**src/rtl/pwm_seq_ctrl.sv**
```systemverilog
// Compare-value sequencer feeding pwm_gen: steps a (compare1, compare2) table once per
// counter period for a programmed loop count, passing register-file values through when idle.
module pwm_seq_ctrl #(
    parameter int DEPTH = 16,
    parameter int AW    = 4,
    parameter int W     = 8
) (
    input  logic            clk,
    input  logic            rst_n,
    input  logic            tbl_we,
    input  logic [AW-1:0]   tbl_addr,
    input  logic [2*W-1:0]  tbl_wdata,
    input  logic [AW:0]     seq_len,
    input  logic [7:0]      loops,
    input  logic            start,
    input  logic            stop,
    input  logic            counter_en,
    input  logic            upnotdown,
    input  logic [W-1:0]    period,
    input  logic [W-1:0]    counter_val,
    input  logic [W-1:0]    cmp1_byp,
    input  logic [W-1:0]    cmp2_byp,
    output logic [W-1:0]    compare1,
    output logic [W-1:0]    compare2,
    output logic            busy,
    output logic [AW-1:0]   step_idx,
    output logic            done
);

    typedef enum logic [1:0] {
        S_IDLE = 2'd0,
        S_ARM  = 2'd1,
        S_RUN  = 2'd2
    } state_t;

    state_t          state_q, state_d;
    logic [AW-1:0]   idx_q, idx_d;
    logic [7:0]      loop_cnt_q, loop_cnt_d;
    logic [W-1:0]    prev_val_q;
    logic            stop_pend_q, stop_pend_d;
    logic [W-1:0]    cmp1_q, cmp1_d;
    logic [W-1:0]    cmp2_q, cmp2_d;
    logic            done_q, done_d;

    logic [2*W-1:0]  tbl_mem [DEPTH];
    logic [AW-1:0]   rd_addr;
    logic [2*W-1:0]  rd_data;
    logic            bnd;
    logic            seq_ok;
    logic            more_steps;
    logic            more_loops;

    // Table is deliberately left out of reset so contents survive a soft restart.
    always_ff @(posedge clk) begin
        if (tbl_we) begin
            tbl_mem[tbl_addr] <= tbl_wdata;
        end
    end

    assign rd_data = tbl_mem[rd_addr];

    // The value-change term gives one boundary per period even when the prescaler
    // holds the counter on its wrap value for several clocks.
    assign bnd = counter_en && (counter_val != prev_val_q) &&
                 ((upnotdown && (counter_val == '0)) || (!upnotdown && (counter_val == period)));

    assign seq_ok     = (seq_len != '0) && (seq_len <= (AW+1)'(DEPTH));
    assign more_steps = ((AW+1)'(idx_q) + (AW+1)'(1)) < seq_len;
    assign more_loops = (loops == 8'd0) || ((9'(loop_cnt_q) + 9'd1) < 9'(loops));

    always_comb begin
        state_d     = state_q;
        idx_d       = idx_q;
        loop_cnt_d  = loop_cnt_q;
        stop_pend_d = stop_pend_q;
        cmp1_d      = cmp1_q;
        cmp2_d      = cmp2_q;
        done_d      = 1'b0;
        rd_addr     = '0;
        case (state_q)
            S_IDLE: begin
                cmp1_d = cmp1_byp;
                cmp2_d = cmp2_byp;
                if (start && seq_ok) begin
                    state_d     = S_ARM;
                    idx_d       = '0;
                    loop_cnt_d  = '0;
                    stop_pend_d = stop;
                end
            end
            S_ARM: begin
                if (stop) begin
                    state_d     = S_IDLE;
                    stop_pend_d = 1'b0;
                end else if (bnd) begin
                    rd_addr = '0;
                    cmp1_d  = rd_data[2*W-1:W];
                    cmp2_d  = rd_data[W-1:0];
                    state_d = S_RUN;
                end
            end
            S_RUN: begin
                if (bnd) begin
                    if (stop_pend_q) begin
                        state_d     = S_IDLE;
                        cmp1_d      = cmp1_byp;
                        cmp2_d      = cmp2_byp;
                        stop_pend_d = 1'b0;
                    end else if (more_steps) begin
                        idx_d       = idx_q + AW'(1);
                        rd_addr     = idx_q + AW'(1);
                        cmp1_d      = rd_data[2*W-1:W];
                        cmp2_d      = rd_data[W-1:0];
                        stop_pend_d = stop;
                    end else if (more_loops) begin
                        idx_d       = '0;
                        loop_cnt_d  = (loop_cnt_q == 8'hFF) ? loop_cnt_q : loop_cnt_q + 8'd1;
                        rd_addr     = '0;
                        cmp1_d      = rd_data[2*W-1:W];
                        cmp2_d      = rd_data[W-1:0];
                        stop_pend_d = stop;
                    end else begin
                        state_d     = S_IDLE;
                        cmp1_d      = cmp1_byp;
                        cmp2_d      = cmp2_byp;
                        stop_pend_d = 1'b0;
                        done_d      = 1'b1;
                    end
                end else if (stop) begin
                    stop_pend_d = 1'b1;
                end
            end
            default: begin
                state_d = S_IDLE;
            end
        endcase
    end

    always_ff @(posedge clk or negedge rst_n) begin
        if (!rst_n) begin
            state_q     <= S_IDLE;
            idx_q       <= '0;
            loop_cnt_q  <= '0;
            prev_val_q  <= '0;
            stop_pend_q <= 1'b0;
            cmp1_q      <= '0;
            cmp2_q      <= '0;
            done_q      <= 1'b0;
        end else begin
            state_q     <= state_d;
            idx_q       <= idx_d;
            loop_cnt_q  <= loop_cnt_d;
            prev_val_q  <= counter_val;
            stop_pend_q <= stop_pend_d;
            cmp1_q      <= cmp1_d;
            cmp2_q      <= cmp2_d;
            done_q      <= done_d;
        end
    end

    assign compare1 = cmp1_q;
    assign compare2 = cmp2_q;
    assign busy     = (state_q != S_IDLE);
    assign step_idx = idx_q;
    assign done     = done_q;

endmodule

```
**config.mk**
```make
export PLATFORM = sky130hd
export DESIGN_NAME = pwm_seq_ctrl
export DESIGN_NICKNAME = d
export VERILOG_FILES = /design/src/rtl/pwm_seq_ctrl.sv
export SDC_FILE = /design/constraint.sdc
export NUM_CORES = 1
export LEC_CHECK = 0
export CORE_MARGIN = 2
export CORE_UTILIZATION = 58
export DETAILED_ROUTE_END_ITERATION = 10
export PLACE_DENSITY = 0.79
export SYNTH_ARGS = -nofsm -noshare
export SYNTH_HDL_FRONTEND = slang
export SYNTH_SLANG_ARGS = --single-unit
```
**constraint.sdc**
```tcl
create_clock -name clk -period 4.72 [get_ports clk]
set_input_delay 0.944 -clock clk [delete_from_list [all_inputs] [get_ports clk]]
set_output_delay 0.944 -clock clk [all_outputs]
set_load 0.005 [all_outputs]
```
==> results.yml <==
status:
  status: "finished clean"
yosys:
  synth.avg_cell_area_um2: 14.45
  synth_edf_count: 256
  synthCells: 876
  ys_types: 59
  synth_flop_cell: "edfxtp_1"
  synth-seq-area-share_pct: 68.64
  synth_warnings: 0
  ys_ff_latch: 296
  ys_async_sr_fraction_pct: 13.51
  syn_nets: 965
  synth_area_um2: 12660
power:
  cellPowerDensity_nw_per_um2: 444.3
  p_leak_nw: 5.614
  p_sw_share_pct: 28.34
  combPwrFrac_pct: 21.1
  p_int_mw: 4.743
  clockPowerShare_pct: 32.0
  seq_power_share_pct: 46.9
  switchingPower_mw: 1.875
  peakVddDrop_mv: 0.3843
cts:
  hold_buffers: 0
  numCtsBuffers: 29
  clock-sinks: 296
  clk_path_buf_depth: 3
  cts_root_buf: "clkbuf_16"
  clkTransAtPathRegs_ns: 0.06
  cts_tree: "done"
  clk_latency_ns: 0.55
  postCtsSetupRepairBufs: 0
  cts_resized: 0
  htreeDepth: 1
finish:
  final_layout_size_suffix_gt1_share_pct: 10.88
  fin_util_pct: 68.90
  fin_nets: 1077
  diodes: 0
  layout-area-overhead-vs-synth_pct: 17.69
worst_setup_path:
  cp-start-kind: "flop"
  required_ns: 5.18
  path_max_fanout: 19
  r2r-start: "step_idx[1]"
  regToRegSetupSlack_ns: 0.53
  cp-endpoint: "compare2[7]"
  cp-startpoint: "step_idx[1]"
  worstSetupPathType: "reg2reg"
  worstRegToRegCells: 13
  r2r-end: "compare2[7]"
  worst_setup_path_end_kind: "flop"
  critPathArrivalTime_ns: 4.65
sta:
  setup-tns-final_ns: 0
  timing.fmax_mhz: 238.8
  setup_ws_ns: 0.5319
  slew_headroom_pct: 33.18
  slew_violations: 0
  period_share_pct: 88.73
  setup_viol: 0
  hold_violations: 0
  layout_min_cycle_time_ns: 4.188
  skew_ns: 0.01556
  worst_slew_pin_slew_ns: 1.002
  rsz0062_at_grt: "no"
detailed_routing:
  first_iter_violations: 739
  vias: 8105
  ant_nets: 0
  drt_pass1_iterations: 5
  wl_per_cell_um: 22.39
  avgViaCountPerCell: 6.278
  drc: 0
  routed_wl_um: 28900
place:
  place.gp.congestion: 0.8751
  dp_hpwl_um: 18480
  portBuffers: 93
  post-place-ws_ns: 0.3655
grt:
  grt_max_degree: 51
  grt_pass1_vias: 8086
  grt.total_usage_pct: 25.61
  antenna_found_initial: 0
  gr-total-overflow: 0
  grt_pass1_wl_um: 44300
floorplan:
  dieArea_um2: 23020
  die_y_um: 151.7
  fp.coreArea_um2: 21620
  io-pin-count: 94
  die_w_um: 151.7
  rows: 54
  initial_core_util_pct: 58.54
hold_path:
  min_path_type: "reg2reg"
flow_run:
  drv_cap: 0
final cells by class:
type,count,area [µm²]
clock buffers,38,769.5
clock inverters,16,111.4
fillers,1478,6724
inverters,22,82.58
multi-input cells,515,3711
flip-flops and latches,296,8688
well taps,280,350.3
repair buffers,124,1184
per-layer routing:
layer	GRT usage, %	routed length, µm
met1	33.19	11320
met2	43.38	14300
met3	4.581	2221
met4	9.954	1054
met5	0	0
Yosys cell counts, types with 3 or more instances:
| cell type | instances | area [µm²] |
|---|---|---|
| xor2_1 | 10 | 87.58 |
| nor4_1 | 19 | 118.9 |
| buf_2 | 18 | 90.09 |
| o21ai_1 | 15 | 75.07 |
| o22a_1 | 10 | 87.58 |
| a21o_1 | 6 | 45.04 |
| o221a_2 | 6 | 67.56 |
| a211oi_2 | 10 | 125.1 |
| a22o_1 | 3 | 26.28 |
| o211ai_1 | 17 | 127.6 |
| a211oi_1 | 6 | 45.04 |
| dfrtp_1 | 40 | 1001 |
| a21boi_0 | 10 | 75.07 |
| mux2i_1 | 81 | 810.8 |
| and3_1 | 7 | 43.79 |
| edfxtp_1 | 256 | 7687 |
| a311oi_1 | 10 | 87.58 |
| a31oi_1 | 34 | 212.7 |
| nor4_2 | 4 | 50.05 |
| o22ai_1 | 16 | 100.1 |
| ha_1 | 17 | 212.7 |
| o21ai_0 | 3 | 15.01 |
| inv_1 | 21 | 78.83 |
| nand2b_1 | 9 | 56.30 |
| a22oi_1 | 16 | 120.1 |
| xnor2_1 | 12 | 105.1 |
| a21oi_1 | 9 | 45.04 |
| nand2_1 | 65 | 244.0 |
| nor3_1 | 21 | 105.1 |
| nand3_1 | 9 | 45.04 |
| nor2_1 | 52 | 195.2 |
| clkbuf_1 | 23 | 86.33 |
| a221oi_1 | 7 | 61.31 |
cells by family after synthesis:
| group | synth area share, % |
|---|---|
| compound gates | 11.40 |
| xor+xnor | 1.522 |
| fa+ha+maj | 1.680 |
| buf+inv | 2.224 |
| flops | 68.64 |
| mux | 6.406 |
| simple gates | 8.126 |
layout by cell type, fill, tap and decap left out, drive strengths merged, types with 8 or more instances in the layout:
cell,netlist,layout
a211oi,16,16
a21boi,10,10
a21oi,9,9
a221oi,8,8
a22oi,16,16
a311oi,11,11
a31oi,34,34
buf,20,32
clkbuf,23,38
clkdlybuf4s50,0,92
clkinv,0,12
dfrtp,40,40
edfxtp,256,256
ha,17,17
inv,22,23
mux2i,81,81
nand2,65,65
nand2b,9,9
nand3,10,10
nor2,54,54
nor3,22,22
nor4,23,23
o211ai,17,17
o21ai,18,18
o22a,10,10
o22ai,16,16
xnor2,12,12
xor2,10,10
state kept, by name (all words and copies together) (netlist names):
signal and count:
state_q 2, compare2 8, compare1 8, loop_cnt_q 8, stop_pend_q 1, tbl_mem 256
done 1, step_idx 4, prev_val_q 8
through the flow:
| step | power [mW] | instances | hold WS [ns] | instance area, µm² |
|---|---|---|---|---|
| after floorplan | 3.910 | 876 | 0.4888 | 12660 |
| after global placement | 4.485 | 1237 | 0.5052 | 14020 |
| after detailed placement | 4.525 | 1237 | 0.5297 | 14020 |
| after CTS | 6.633 | 1291 | 0.5425 | 14900 |
| after global routing | 6.875 | 1291 | 0.5868 | 14900 |
| final | 6.618 | 1291 | 0.5377 | 14900 |
worst max-delay path, cell delays in order (launching register included):
cell	delay, ns
dfrtp_1	0.42
ha_1	0.26
xnor2_1	0.38
inv_1	0.21
ha_1	0.33
a21oi_1	0.16
o21ai_1	0.12
a311oi_2	0.39
buf_4	0.33
nand3_4	0.11
or3_1	0.73
a211oi_1	0.40
a311oi_1	0.09
a31oi_1	0.17
power by group through the flow:
| stage | Clock (mW) | Combinational [mW] | Sequential (mW) |
|---|---|---|---|
| 3_5_place_dp | 0 | 1.38 | 3.14 |
| 4_1_cts | 2.15 | 1.39 | 3.09 |
| 5_1_grt | 2.26 | 1.51 | 3.11 |
| 2_1_floorplan | 0 | 0.796 | 3.11 |
| 6_report | 2.12 | 1.40 | 3.10 |
| 3_3_place_gp | 0 | 1.35 | 3.14 |
how the worst min path moves through the flow:
stage	start	end	slack [ns]	depth (start not counted)
detailed placement	loop_cnt_q[7]	loop_cnt_q[7]	0.53	2
finish	loop_cnt_q[7]	loop_cnt_q[7]	0.54	2
global placement	loop_cnt_q[7]	loop_cnt_q[7]	0.51	2
global route	loop_cnt_q[7]	loop_cnt_q[7]	0.59	2
CTS	loop_cnt_q[7]	loop_cnt_q[7]	0.54	2
floorplan	loop_cnt_q[7]	loop_cnt_q[7]	0.49	2
Note: power is estimated with default switching activity, not from simulation.
